File: src/rtl/unidade_de_despacho.sv
// Dispatch unit: pops the instruction queue head, decodes its class and holds it in a
// one-entry issue register until the matching reservation-station group accepts it.
module unidade_de_despacho #(
  parameter int DATA_WIDTH = 16,
  parameter int TAG_WIDTH  = 3,
  parameter int CNT_WIDTH  = 16
) (
  input  logic                  Clock,
  input  logic                  Reset,
  input  logic [DATA_WIDTH-1:0] Instrucao_Despachada,
  input  logic                  Empty,
  input  logic                  Full,
  input  logic                  Halt,
  input  logic                  RS_R_Ready,
  input  logic                  RS_I_Ready,
  output logic                  Pop,
  output logic                  Pop_R,
  output logic                  Pop_I,
  output logic                  Issue_R_Valid,
  output logic                  Issue_I_Valid,
  output logic [3:0]            Issue_Op,
  output logic [3:0]            Issue_Rx,
  output logic [3:0]            Issue_Ry,
  output logic [3:0]            Issue_Rz_Imm,
  output logic [TAG_WIDTH-1:0]  Issue_Tag,
  output logic                  Illegal,
  output logic [CNT_WIDTH-1:0]  Issued_Count,
  output logic [CNT_WIDTH-1:0]  Stall_Count
);

  typedef enum logic [1:0] {
    VAZIO  = 2'b00,
    HOLD_R = 2'b01,
    HOLD_I = 2'b10
  } estado_t;

  function automatic logic eh_tipo_r(input logic [3:0] op);
    return (op[3:2] == 2'b00);
  endfunction

  function automatic logic eh_tipo_i(input logic [3:0] op);
    return (op[3:2] == 2'b01);
  endfunction

  function automatic logic eh_ilegal(input logic [3:0] op);
    return op[3] && (op != 4'hF);
  endfunction

  localparam logic [CNT_WIDTH-1:0] CNT_MAX = {CNT_WIDTH{1'b1}};
  localparam logic [CNT_WIDTH-1:0] CNT_UM  = {{(CNT_WIDTH-1){1'b0}}, 1'b1};
  localparam logic [TAG_WIDTH-1:0] TAG_UM  = {{(TAG_WIDTH-1){1'b0}}, 1'b1};

  estado_t                estado_r, estado_prox_s;
  logic [3:0]             op_s;
  logic                   tipo_r_s, tipo_i_s, ilegal_s;
  logic                   drain_s, pop_s;
  logic [3:0]             op_r, rx_r, ry_r, rz_r;
  logic [TAG_WIDTH-1:0]   tag_r, tag_cnt_r;
  logic                   illegal_r;
  logic [CNT_WIDTH-1:0]   issued_r, stall_r;
  logic                   unused_s;

  assign unused_s = Full;
  assign op_s     = Instrucao_Despachada[15:12];
  assign tipo_r_s = eh_tipo_r(op_s);
  assign tipo_i_s = eh_tipo_i(op_s);
  assign ilegal_s = eh_ilegal(op_s);

  // Drain/pop decision and next issue-register state; NOP and illegal leave it empty.
  always_comb begin
    drain_s       = 1'b0;
    estado_prox_s = estado_r;
    case (estado_r)
      HOLD_R:  drain_s = RS_R_Ready;
      HOLD_I:  drain_s = RS_I_Ready;
      default: drain_s = 1'b0;
    endcase
    pop_s = ~Reset & ~Empty & ~Halt & ((estado_r == VAZIO) | drain_s);
    if (pop_s) begin
      if (tipo_r_s) begin
        estado_prox_s = HOLD_R;
      end else if (tipo_i_s) begin
        estado_prox_s = HOLD_I;
      end else begin
        estado_prox_s = VAZIO;
      end
    end else if (drain_s) begin
      estado_prox_s = VAZIO;
    end else begin
      estado_prox_s = estado_r;
    end
  end

  // Issue register, tag allocation, illegal pulse and saturating statistics.
  always_ff @(posedge Clock) begin
    if (Reset) begin
      estado_r  <= VAZIO;
      op_r      <= 4'h0;
      rx_r      <= 4'h0;
      ry_r      <= 4'h0;
      rz_r      <= 4'h0;
      tag_r     <= {TAG_WIDTH{1'b0}};
      tag_cnt_r <= {TAG_WIDTH{1'b0}};
      illegal_r <= 1'b0;
      issued_r  <= {CNT_WIDTH{1'b0}};
      stall_r   <= {CNT_WIDTH{1'b0}};
    end else begin
      estado_r  <= estado_prox_s;
      illegal_r <= pop_s & ilegal_s;
      if (pop_s && (tipo_r_s || tipo_i_s)) begin
        op_r      <= op_s;
        rx_r      <= Instrucao_Despachada[11:8];
        ry_r      <= Instrucao_Despachada[7:4];
        rz_r      <= Instrucao_Despachada[3:0];
        tag_r     <= tag_cnt_r;
        tag_cnt_r <= tag_cnt_r + TAG_UM;
      end
      if (drain_s && (issued_r != CNT_MAX)) begin
        issued_r <= issued_r + CNT_UM;
      end
      if ((estado_r != VAZIO) && !drain_s && (stall_r != CNT_MAX)) begin
        stall_r <= stall_r + CNT_UM;
      end
    end
  end

  assign Pop           = pop_s;
  assign Pop_R         = pop_s & tipo_r_s;
  assign Pop_I         = pop_s & tipo_i_s;
  assign Issue_R_Valid = (estado_r == HOLD_R);
  assign Issue_I_Valid = (estado_r == HOLD_I);
  assign Issue_Op      = op_r;
  assign Issue_Rx      = rx_r;
  assign Issue_Ry      = ry_r;
  assign Issue_Rz_Imm  = rz_r;
  assign Issue_Tag     = tag_r;
  assign Illegal       = illegal_r;
  assign Issued_Count  = issued_r;
  assign Stall_Count   = stall_r;

endmodule

File: config.mk
export PLATFORM = sky130hd
export DESIGN_NAME = unidade_de_despacho
export DESIGN_NICKNAME = d
export VERILOG_FILES = /design/src/rtl/unidade_de_despacho.sv
export SDC_FILE = /design/constraint.sdc
export NUM_CORES = 1
export LEC_CHECK = 0
export BUFFER_PORTS_ARGS = -buffer_cell sky130_fd_sc_hd__buf_2
export CAP_MARGIN = 15
export CORE_ASPECT_RATIO = 1.75
export CORE_UTILIZATION = 56
export CTS_CLUSTER_SIZE = 24
export DETAILED_ROUTE_END_ITERATION = 10
export GPL_TIMING_DRIVEN = 0
export PLACE_DENSITY = 0.85
export SYNTH_ARGS = -nofsm -noshare
export SYNTH_HDL_FRONTEND = slang
export SYNTH_SLANG_ARGS = --single-unit
export TNS_END_PERCENT = 50
File: constraint.sdc
create_clock -name Clock -period 7.57 [get_ports Clock]
set_input_delay 2.271 -clock Clock [delete_from_list [all_inputs] [get_ports Clock]]
set_output_delay 2.271 -clock Clock [all_outputs]
set_load 0.05 [all_outputs]
==> impl_results.md <==
* Setup crit start kind: input port
* Post-synth cell types at 50
* DRT Wirelength at 7.62 mm
* Kind of critical path: input port to output pin
* Clk slew on worst S/H paths at about 60 ps
* Sw frac at roughly 23%
* R2R Path Start: estado_r[1]
* Top cells by count, synth: dfxtp_1 (57), a21oi_1 (35), nand3_1 (33), o21ai_0 (27), nand2_1 (17)
* Worst hold path class: flop to flop
* Worst setup slack after layout at 1430 ps
* Number of global-route vias before repair at 2,705
* Final nets at 447
* Latest clock arrival within the worst-skew pair at 350 ps
* Final Core Density at roughly three quarters
* Setup TNS at 0 ps
* Number of setup buffers added after CTS at 0
* Residual DRC count at 0
* Vias at 2,944
* Layout area overhead at 24.7%
* #FFs+latches synth at 57
* Share of layout cells above drive strength 1 at 26.5%
* Slew Limit Fails at 0
* Reg2reg path depth at 6
* Starting Density at 58.9%
* Yosys warnings at 0
* First-pass GRT wire length at 11.8 mm
* Placed cells at roughly 460
* Share of the synthesized area in the top cell type at 41.2%
* Reg-to-reg setup timing slack at slightly above 5000 ps
* Antenna diode count at 0
* Row cnt at 33
* Num CTS Buffers at 9
* Wire length per cell at 16.1 um
* Synth area leader: dfxtp_1
* Gpl congestion at 0.832
* DIE AREA at 5250 sq um
* Synthesized cell area at 2770 sq um
* Clk sinks at 57
* Max Cap Violations at 0
* Clock Tree Buf Depth at 2
* Syn Area/Cell at 8.42 sq um
* Clock share of power at 49.1%
* Setup repair after global routing missed its margin: no
* HP Start: Issue_Tag[2]
* Final Hold Viols at 0
* Fmax at 0.163 GHz
* Worst endpoint required time at 5300 ps
* Cell count after synthesis at 329
* Sequential share of the synthesized area at 41.2%
* Fin cells at 474
* Seq pwr share at approximately 45%
* Crit-path max FO at 10
* Hold path depth at 2
* Final ANT Viol Nets at 0
* HPWL Detailed at 5.44 mm
* Endpoints failing setup at 0
* Cell internal pwr at 525 uW
* Initial DRC count at 86
* Combinational share of power at just over 6%
* Top cells by area, synth: dfxtp_1 (41%), a21oi_1 (6.3%), nand3_1 (6.0%)
* Vias per inst at around 6.2
* Count leader, synth: dfxtp_1
* PortBufs at 78
* CTS tree: built
* Power density cells at 197 nW/um^2
* Die Width at 55.2 um
* Final Skew at 7.51 ps
* Final min period at 6140 ps
* NetSw at 155 uW
* Largest net degree at the start of global routing at 11
* PnR Total Power at 680 uW
* Antenna violations before repair at 0
* Crit. End Element: output pin
* Htree depth at 3
* Syn Nets at 358
* Slew headroom at 41.7%
* Top FF cell, synth: dfxtp_1
* R2r endpoint: Issued_Count[15]
* Pre-CTS setup slack at 1440 ps
* Post-synth ARST share at 0%
* 1st-pass router iterations at 4
* Tot GR Track Use at 31.1%
* Hold Crit Endpoint: Issue_Tag[2]
* Outcome: finished, final reports clean
* Leakage power at 1.44 nW
* Worst VDD drop at 0.000203 V
* Clk root buf: clkbuf_8
* Die H at 95.1 um
* EDFF count, synth at 0
* Fill cells at 369
* I/O pin total at 80
* CTS resizes at 0
* Actual slew at the worst max-slew pin at slightly below 900 ps
* Core area at 4710 sq um
* Worst EP arrival at between 3000 and 4000 ps
* Final Cycle Share at 81.1%
* GR Overflow Total at 0
* Hold buffer count at CTS at 0
-- cells in the final DEF, fill, tap and decap left out, drive strengths merged, types with 7 or more instances in the layout --
master  instances
a21oi          35
nor4            8
nand4          11
o21ai          27
inv            11
dfxtp          57
mux2            9
nor2b           9
buf            83
nand3          33
nor2           16
or3             7
clkbuf         26
nand2          17
-- worst max path at each step --
stage                                         from  endpoint  cells past startpoint
final                     Instrucao_Despachada[15]     Pop_R                      6
after global routing      Instrucao_Despachada[15]     Pop_R                      6
after CTS                 Instrucao_Despachada[15]     Pop_R                      6
after detailed placement  Instrucao_Despachada[15]     Pop_R                      6
after global placement    Instrucao_Despachada[15]     Pop_R                      6
after floorplan           Instrucao_Despachada[15]     Pop_R                      4
-- cells by family (layout without fill, tap and decap cells) --
| kind of cell | Yosys count | count (layout) | synth area share [%] |
|---|---|---|---|
| buffers and inverters | 29 | 122 | 4.20 |
| adder cells (fa/ha/maj) | 6 | 6 | 2.71 |
| flip-flops | 57 | 57 | 41.2 |
| multiplexers | 11 | 11 | 4.38 |
| AND/OR/NAND/NOR | 129 | 129 | 25.8 |
| AO/OA/AOI/OAI | 97 | 97 | 21.8 |
-- critical path: stages --
cell and delay (ps):
buf_2 130, or4_1 540, clkbuf_1 230, or3_1 380
inv_1 60, buf_2 260
-- registers in the layout, indices dropped and copies added, names as in the netlist, 2 cells and up --
signal,count
Issue_Rx,4
Issue_Op,4
Issue_Ry,4
Issued_Count,16
Issue_Tag,3
Stall_Count,16
estado_r,2
tag_cnt_r,3
Issue_Rz_Imm,4
-- power by group through the flow --
stage               Sequential (mW)  Clock [mW]  Combinational [mW]
global placement              0.311           0              0.0404
CTS                           0.304       0.331              0.0416
floorplan                     0.318           0              0.0181
detailed placement            0.311           0              0.0414
finish                        0.304       0.333              0.0418
global route                  0.305       0.347              0.0444
-- metrics by stage --
step	area, sq um	hold WS, ps
floorplan	2770	433
global placement	3230	450
detailed placement	3230	468
CTS	3460	477
global route	3460	497
finish	3460	479
-- final cells by class --
type                            instances  area [sq um]  area share [%]
Buffer                                 18          75.1            2.17
Clock buffer                           13           169            4.89
Timing Repair Buffer                   78           390            11.3
Sequential cell                        57          1140            33.0
Multi-Input combinational cell        243          1510            43.8
Clock inverter                          2          60.1            1.74
Tap cell                               52          65.1            1.88
Inverter                               11          41.3            1.19
-- per-layer routing --
layer	wire [um]	GRT usage [%]
met1	2850	32.1
met2	4130	54.4
met3	451	9.09
met4	191	14.8
met5	0	0
Note: power is estimated with default switching activity, not from simulation.
